[src/rtl/mem_defs.sv]
// Shared definitions for the memory arbiter: FSM encodings, port ids, sizes.
// Latency: n/a (constants only).
// Backpressure: n/a (constants only).
package mem_defs;

  // Sequencer state encoding. Kept as plain 2-bit constants so the encoding
  // matches the legacy decode used by the surrounding pipeline.
  typedef logic [1:0] state_t;

  localparam state_t ST_IDLE   = 2'd0;
  localparam state_t ST_ACCESS = 2'd1;
  localparam state_t ST_RESP   = 2'd2;

  // Requester ids. last_gnt resets to PORT_IF so load/store wins the first tie.
  localparam logic PORT_IF = 1'b0;
  localparam logic PORT_LS = 1'b1;

  // Default backing array size in bytes (1 KiB, 32-bit words).
  localparam int unsigned MEM_BYTES_DEF = 1024;

endpackage

[src/rtl/rr_arb2.sv]
// 2-way round-robin picker between fetch and load/store with a last-grant register.
// Latency: combinational grant; last_gnt updates on the edge that takes the grant.
// Backpressure: grants only while gnt_en_i is high; requests are simply held by the requesters.
//
// Ports:
//   clk, rst_n   clock, async active-low reset
//   req_if_i     fetch port requesting
//   req_ls_i     load/store port requesting
//   gnt_en_i     sequencer can accept a grant this cycle (IDLE)
//   gnt_vld_o    a grant is taken this cycle
//   gnt_port_o   granted port id (PORT_IF / PORT_LS), meaningful when gnt_vld_o
module rr_arb2
  import mem_defs::*;
(
  input  logic clk,
  input  logic rst_n,
  input  logic req_if_i,
  input  logic req_ls_i,
  input  logic gnt_en_i,
  output logic gnt_vld_o,
  output logic gnt_port_o
);

  logic last_gnt_q;
  logic last_gnt_d;

  always_comb begin
    gnt_vld_o  = gnt_en_i && (req_if_i || req_ls_i);
    gnt_port_o = PORT_IF;
    if (req_if_i && req_ls_i) begin
      // Tie: favour whichever port did not win last time.
      gnt_port_o = (last_gnt_q == PORT_IF) ? PORT_LS : PORT_IF;
    end else if (req_ls_i) begin
      gnt_port_o = PORT_LS;
    end

    // Every grant moves the pointer, so a lone requester also yields the next
    // tie to the other port.
    last_gnt_d = gnt_vld_o ? gnt_port_o : last_gnt_q;
  end

  always_ff @(posedge clk or negedge rst_n) begin
    if (!rst_n) begin
      last_gnt_q <= PORT_IF;
    end else begin
      last_gnt_q <= last_gnt_d;
    end
  end

endmodule

[src/rtl/mem_arbiter.sv]
// Two-port (fetch / load-store) arbiter and sequencer in front of the word Memory.
// Latency: request sampled in IDLE at N -> ack in N+2 (valid) or N+1 (address error); 3 cycles/txn.
// Backpressure: requesters hold req until their one-cycle ack; one transaction in flight at a time.
//
// Ports:
//   clk, rst_n                       clock, async active-low reset
//   if_req/if_addr                   fetch request (read-only)
//   if_ack/if_rdata/if_err           fetch completion pulse, data, error flag
//   ls_req/ls_we/ls_addr/ls_wdata    load/store request
//   ls_ack/ls_rdata/ls_err           load/store completion pulse, data, error flag
//   mem_addr/mem_in/mem_out          Memory address, write data, read data
//   mem_read_sig/mem_wrt_sig         one-cycle Memory strobes (ACCESS only)
//   busy                             sequencer not in IDLE
module mem_arbiter
  import mem_defs::*;
#(
  parameter int unsigned MEM_BYTES = MEM_BYTES_DEF,
  parameter int unsigned AW        = 32,
  parameter int unsigned DW        = 32
) (
  input  logic          clk,
  input  logic          rst_n,
  // fetch port
  input  logic          if_req,
  input  logic [AW-1:0] if_addr,
  output logic          if_ack,
  output logic [DW-1:0] if_rdata,
  output logic          if_err,
  // load/store port
  input  logic          ls_req,
  input  logic          ls_we,
  input  logic [AW-1:0] ls_addr,
  input  logic [DW-1:0] ls_wdata,
  output logic          ls_ack,
  output logic [DW-1:0] ls_rdata,
  output logic          ls_err,
  // memory side
  output logic [AW-1:0] mem_addr,
  output logic [DW-1:0] mem_in,
  output logic          mem_read_sig,
  output logic          mem_wrt_sig,
  input  logic [DW-1:0] mem_out,
  // status
  output logic          busy
);

  // Highest legal word address; the compare below is unsigned over all AW bits
  // so huge addresses never wrap into range.
  localparam logic [AW-1:0] LAST_WORD = AW'(MEM_BYTES - 4);

  state_t        state_q,    state_d;
  logic          port_q,     port_d;
  logic          we_q,       we_d;
  logic          err_q,      err_d;
  logic [AW-1:0] mem_addr_q, mem_addr_d;
  logic [DW-1:0] mem_in_q,   mem_in_d;
  logic [DW-1:0] rdata_q,    rdata_d;

  logic          gnt_en;
  logic          gnt_vld;
  logic          gnt_port;
  logic [AW-1:0] sel_addr;
  logic          sel_we;
  logic [DW-1:0] sel_wdata;
  logic          addr_bad;
  logic          in_access;
  logic          in_resp;

  // ---------------------------------------------------------------------------
  // Arbitration
  // ---------------------------------------------------------------------------
  assign gnt_en = (state_q == ST_IDLE);

  rr_arb2 u_arb (
    .clk        (clk),
    .rst_n      (rst_n),
    .req_if_i   (if_req),
    .req_ls_i   (ls_req),
    .gnt_en_i   (gnt_en),
    .gnt_vld_o  (gnt_vld),
    .gnt_port_o (gnt_port)
  );

  // Mux the winning request; fetch is read-only so its we is forced low.
  always_comb begin
    sel_addr  = if_addr;
    sel_we    = 1'b0;
    sel_wdata = '0;
    if (gnt_port == PORT_LS) begin
      sel_addr  = ls_addr;
      sel_we    = ls_we;
      sel_wdata = ls_wdata;
    end
    addr_bad = (sel_addr[1:0] != 2'b00) || (sel_addr > LAST_WORD);
  end

  // ---------------------------------------------------------------------------
  // Sequencer
  // ---------------------------------------------------------------------------
  always_comb begin
    state_d    = state_q;
    port_d     = port_q;
    we_d       = we_q;
    err_d      = err_q;
    mem_addr_d = mem_addr_q;
    mem_in_d   = mem_in_q;
    rdata_d    = rdata_q;

    case (state_q)
      ST_IDLE: begin
        if (gnt_vld) begin
          port_d  = gnt_port;
          we_d    = sel_we;
          err_d   = addr_bad;
          rdata_d = '0;
          if (addr_bad) begin
            // Rejected before the array: skip ACCESS, no strobe, and leave
            // mem_addr/mem_in untouched.
            state_d = ST_RESP;
          end else begin
            state_d    = ST_ACCESS;
            mem_addr_d = sel_addr;
            if (sel_we) begin
              mem_in_d = sel_wdata;
            end
          end
        end
      end

      ST_ACCESS: begin
        // Read data is taken on the edge leaving ACCESS; writes return zero.
        rdata_d = we_q ? '0 : mem_out;
        state_d = ST_RESP;
      end

      ST_RESP: begin
        state_d = ST_IDLE;
      end

      default: begin
        state_d = ST_IDLE;
      end
    endcase
  end

  always_ff @(posedge clk or negedge rst_n) begin
    if (!rst_n) begin
      state_q    <= ST_IDLE;
      port_q     <= PORT_IF;
      we_q       <= 1'b0;
      err_q      <= 1'b0;
      mem_addr_q <= '0;
      mem_in_q   <= '0;
      rdata_q    <= '0;
    end else begin
      state_q    <= state_d;
      port_q     <= port_d;
      we_q       <= we_d;
      err_q      <= err_d;
      mem_addr_q <= mem_addr_d;
      mem_in_q   <= mem_in_d;
      rdata_q    <= rdata_d;
    end
  end

  // ---------------------------------------------------------------------------
  // Outputs
  // ---------------------------------------------------------------------------
  // Strobes and acks decode straight from the state register, so an async
  // reset drops them in the same instant without waiting for a clock.
  assign in_access = (state_q == ST_ACCESS);
  assign in_resp   = (state_q == ST_RESP);

  assign busy         = (state_q != ST_IDLE);
  assign mem_addr     = mem_addr_q;
  assign mem_in       = mem_in_q;
  assign mem_read_sig = in_access && !we_q;
  assign mem_wrt_sig  = in_access &&  we_q;

  always_comb begin
    if_ack   = in_resp && (port_q == PORT_IF);
    ls_ack   = in_resp && (port_q == PORT_LS);
    if_err   = if_ack && err_q;
    ls_err   = ls_ack && err_q;
    if_rdata = (if_ack && !err_q) ? rdata_q : '0;
    ls_rdata = (ls_ack && !err_q) ? rdata_q : '0;
  end

endmodule

[config.mk]
export PLATFORM = sky130hd
export DESIGN_NAME = mem_arbiter
export DESIGN_NICKNAME = d
export VERILOG_FILES = /design/src/rtl/mem_defs.sv /design/src/rtl/rr_arb2.sv /design/src/rtl/mem_arbiter.sv
export SDC_FILE = /design/constraint.sdc
export NUM_CORES = 1
export LEC_CHECK = 0
export ABC_AREA = 1
export BUFFER_PORTS_ARGS = -buffer_cell sky130_fd_sc_hd__buf_4
export CORE_MARGIN = 2
export CORE_UTILIZATION = 29
export DETAILED_ROUTE_END_ITERATION = 12
export SLEW_MARGIN = 20
export SYNTH_ARGS = -nofsm -noshare
export SYNTH_HDL_FRONTEND = slang
export SYNTH_SLANG_ARGS = --single-unit
[constraint.sdc]
create_clock -name clk -period 2.3 [get_ports clk]
set_input_delay 0.115 -clock clk [delete_from_list [all_inputs] [get_ports clk]]
set_output_delay 0.115 -clock clk [all_outputs]
set_load 0.005 [all_outputs]
### Yosys cells after proc, flatten, opt, wreduce, memory -nomap -nowiden

Index checks and enable logic that the tools add are counted.

| operators by class | value |
|---|---|
| $lt $le $gt $ge | 1 |
| eq/ne operators | 3 |
| muxes and demuxes | 14 |
| bitwise operators | 2 |
| reduce and logical (&&, ||, !) cells | 22 |

Operator list:

| cell | count |
|---|---|
| two-way mux 32 bit | 6 |
| one-hot mux 32 bit (2 select lines) | 1 |
| greater-than comparator 32 x 10 -> 1 bit (second input constant) | 1 |
| logical AND 1 bit | 10 |
| nonzero test 2 bit | 3 |
| two-way mux 1 bit | 4 |
| two-way mux 2 bit | 2 |
| one-hot mux 2 bit (2 select lines) | 1 |
| AND reduction 2 bit | 2 |
| AND reduction 4 bit | 1 |
| AND reduction 3 bit | 1 |
| == test 2 x 1 -> 1 bit (second input constant) | 1 |
| == test 2 bit (second input constant) | 1 |
| zero test 1 bit | 2 |
| zero test 2 bit | 1 |
| logical OR 1 bit | 2 |
| inequality test 2 bit (second input constant) | 1 |
| inverter 1 bit | 2 |

| word-level totals | value |
|---|---|
| flip-flop bits (word level) | 102 |
| input port bits | 133 |
| word-level logic and storage cells | 50 |

### Longest topological paths before layout

| logic depth | value |
|---|---|
| depth after elaboration | 8 |
| gate-level depth with buffers | 13 |
| mapped depth without buffers | 11 |

### By module

Synthesis repeated with hierarchy kept, for this count alone.

| second synthesis, totals | value |
|---|---|
| cells, all modules | 720 |
| area, all modules | 5132.4 um^2 |

Modules (own cells, without submodules):

| module | instances | cells an instance | area each (um^2) | seq. area each (um^2) |
|---|---|---|---|---|
| mem_arbiter | 1 | 712 | 5071.1 | 2527.4 |
| rr_arb2 | 1 | 8 | 61.3 | 25.0 |

### Least setup slack after synthesis

OpenSTA, ideal clock, no wires.

| timing | value |
|---|---|
| path type | register to register |
| start point | register port_q (netlist name) |
| end point | register mem_in_q[10] (netlist: mem_in[10]) |
| data arrival time | 1.683 ns |
| data required time | 2.183 ns |
| path slack | 0.500 ns |
| stages on the path, launching flop included | 14 |
| cells stage by stage | dfrtp_1 nand2_2 nand2_2 buf_6 buf_6 nand2_1 nand2_1 nor2_1 nand2_1 nor2_4 nand3_4 buf_2 nand2_1 nand2_1 |

RTL lines:

| element | line | source |
|---|---|---|
| end signal, assigned | mem_arbiter.sv:161 | `mem_in_q <= mem_in_d;` |
| end, declared | mem_arbiter.sv:56 | `logic [DW-1:0] mem_in_q, mem_in_d;` |

==> results.cfg <==
[clock_tree]
clockBufferDepth = 2
cts_root_buf = clkbuf_16
htree_num_levels = 3
clock_latency_ns = 0.35
path_clk_slew_ns = 0.07
numCtsBuffers = 9
cts_tree = done
clkSinkCount = 101

[synth]
synth_fa_ha_area_frac = 0
ys_types = 20
synth_mux_area_frac = 0.0156
synth.top_cells.by_area = dfrtp_1, nand2_1, nor2_1
syn_area_um2 = 5130
avgSynthCellArea_um2 = 7.39
synthXorXnorAreaFrac = 0
synth-compound-area-share = 0.0351
yosysWarnings = 0
syn-num-nets = 827
ys_seq_area_frac = 0.493
synth.top_cell.area_share = 0.493
ys_ff_latch = 101
yosysTopAreaCell = dfrtp_1
synth_top_family_by_area = simple AND/OR/NAND/NOR gates
synth-simple-area-share = 0.325
syn_inst = 694

[route]
dr.pass1.iters = 5
vias = 5308
wire_per_inst_um = 13.8
vias_per_cell = 4.38
wl_um = 16700
antenna_left = 0
drcViolationCount = 0
drt_iter0_markers = 213

[setup_path]
endpoint_kind = flip-flop
worstPathRequired_ns = 2.58
arrival_ns = 2.35
reg2regPathDepth = 14
r2r_slack_ns = 0.23
start_kind = flip-flop
r2r_start = port_q$_DFFE_PN0P_
crit_type = flip-flop to flip-flop
worstPathMaxFanout = 37
r2r_end = mem_addr[2]$_DFFE_PN0P_

[floorplan]
core_um2 = 17300
die_w_um = 137
fp-row-count = 48
start_util = 0.297
die_y_um = 137
io_pins = 268
dieArea_um2 = 18800

[grt]
grtUsageTotal = 0.165
grt_pass1_wl_um = 24700
overflow = 0
grt_max_degree = 53
grt_pass1_vias = 4896
antenna_found_initial = 0

[status]
status = finished clean

[placement]
dpl-instance-area_um2 = 7330
place_inst = 1158
dp_hpwl_um = 11400
io_buffers = 267
globalplace.congestion = 0.765

[timing]
tightestPinTransition_ns = 0.752
slew_violations = 0
hold_violations = 0
rsz0062_at_grt = no
period_minus_slack_ns = 2.07
relSlewSlack = 0.497
setup_viol = 0
tns_ns = 0
fmaxAchievable_mhz = 483
period_share = 0.900
fin_worst_skew_ns = 0.0121

[hold_path]
hp-start = mem_out[6]
hold_path_end = rdata_q[6]$_DFFE_PN0P_
worstHoldPathCells = 3
min_path_type = input port to flip-flop

[cells_and_area]
final_cell_mix = buf_4, nand2_1, nor2_1, dfrtp_1, inv_1
syn_to_final_growth_pct = 57.0
nets = 1116
layout-drive-gt1-share = 0.339
layout_commonest_cell = buf_4
instances_no_fill = 1213
antennaDiodeCount = 0
n_fill_cell = 1759
final_cell_area_um2 = 8050

[power_and_ir_drop]
power.density_nw_per_um2 = 478
clockPowerShare = 0.385
p_int_mw = 2.83
vdd_drop_max_v = 0.000302
p_sw_mw = 1.02
switching_share = 0.265
share_comb_of_total_power = 0.149
leakagePower_nw = 4.51
pwr-share-seq = 0.466

[job]
cap_violations = 0
## worst max-delay path by stage
stage / startpoint / endpoint
floorplan: port_q$_DFFE_PN0P_ / mem_in[10]$_DFFE_PN0P_
global placement: port_q$_DFFE_PN0P_ / mem_addr[21]$_DFFE_PN0P_
detailed placement: port_q$_DFFE_PN0P_ / mem_addr[5]$_DFFE_PN0P_
CTS: port_q$_DFFE_PN0P_ / mem_addr[19]$_DFFE_PN0P_
global route: port_q$_DFFE_PN0P_ / err_q$_DFFE_PN0P_
finish: port_q$_DFFE_PN0P_ / mem_addr[2]$_DFFE_PN0P_
## power by group through the flow
stage | Sequential [mW] | Combinational, mW | Clock [mW]
finish | 1.79 | 0.571 | 1.48
global route | 1.79 | 0.635 | 1.61
global placement | 1.83 | 0.520 | 0
detailed placement | 1.83 | 0.522 | 0
floorplan | 1.82 | 0.229 | 0
CTS | 1.79 | 0.569 | 1.53
## area by class of cell
type	instances	area, um^2	area share
well taps	225	282	0.0350
multi-input cells	435	1990	0.247
clock inverters	7	70.1	0.00870
clock buffers	9	225	0.0280
repair buffers	315	2510	0.311
inverters	121	454	0.0564
flip-flops and latches	101	2530	0.314
## sequential cells by signal, indices dropped and copies added, names as in the netlist
| register | count |
|---|---|
| rdata_q | 32 |
| we_q | 1 |
| state_q | 2 |
| mem_addr | 32 |
| mem_in | 32 |
| port_q | 1 |
| err_q | 1 |
## timing repair
item                                    4_1_cts  5_1_grt
gates resized for setup                       0        2
endpoints found under the setup margin        0       66
setup buffers                                 0        4
hold endpoints to repair                     82        0
hold buffers                                 32        0
## metal layers
layer	wire length [um]	up-vias	GRT usage
li1	-	2666	-
met2	8020	175	0.270
met4	202	0	0.0493
met3	1100	16	0.0333
met1	7360	2451	0.221
met5	0	-	0
## metrics by stage
step | util | total power, mW | hold slack (ns) | setup slack (ns)
3_5_place_dp | 0.424 | 2.35 | 0.219 | 0.0700
6_report | 0.465 | 3.85 | 0.0115 | 0.231
5_1_grt | 0.465 | 4.04 | 0.00803 | 0.00215
2_1_floorplan | - | 2.05 | -0.181 | 0.500
3_3_place_gp | 0.424 | 2.35 | 0.208 | 0.142
4_1_cts | 0.459 | 3.89 | 0.000682 | 0.0560
## worst max-delay path, stage by stage, from the launching register on
cell and delay (ns):
dfrtp_1 0.40, nand2_2 0.08, nand2_2 0.06, buf_4 0.22, nand2_1 0.09, nand2_1 0.07, nand2_1 0.05, nor2_1 0.09
nand2_1 0.10, nor2_4 0.13, buf_12 0.16, buf_4 0.13, buf_12 0.19, nand4_1 0.13, nand2_1 0.08
## synth_stat cells
library cell / count
buf_2: 11
buf_6: 5
nor4_1: 2
inv_1: 96
clkbuf_1: 19
nand3_1: 2
nor3_1: 2
mux2i_1: 8
nand4_1: 40
buf_4: 5
nand2_1: 210
nand2_2: 2
o21ai_1: 1
inv_2: 25
dfrtp_1: 101
nor2_1: 112
nor2_4: 2
o21ai_0: 35
nand3_4: 2
nand3b_1: 14
## cells by family (layout without fill, tap and decap cells)
kind of cell,count (synthesis),count (layout)
compound gates,36,36
flops,101,101
buf+inv,161,452
mux,8,8
simple gates,388,391
Power figures use the tool's default switching activity.
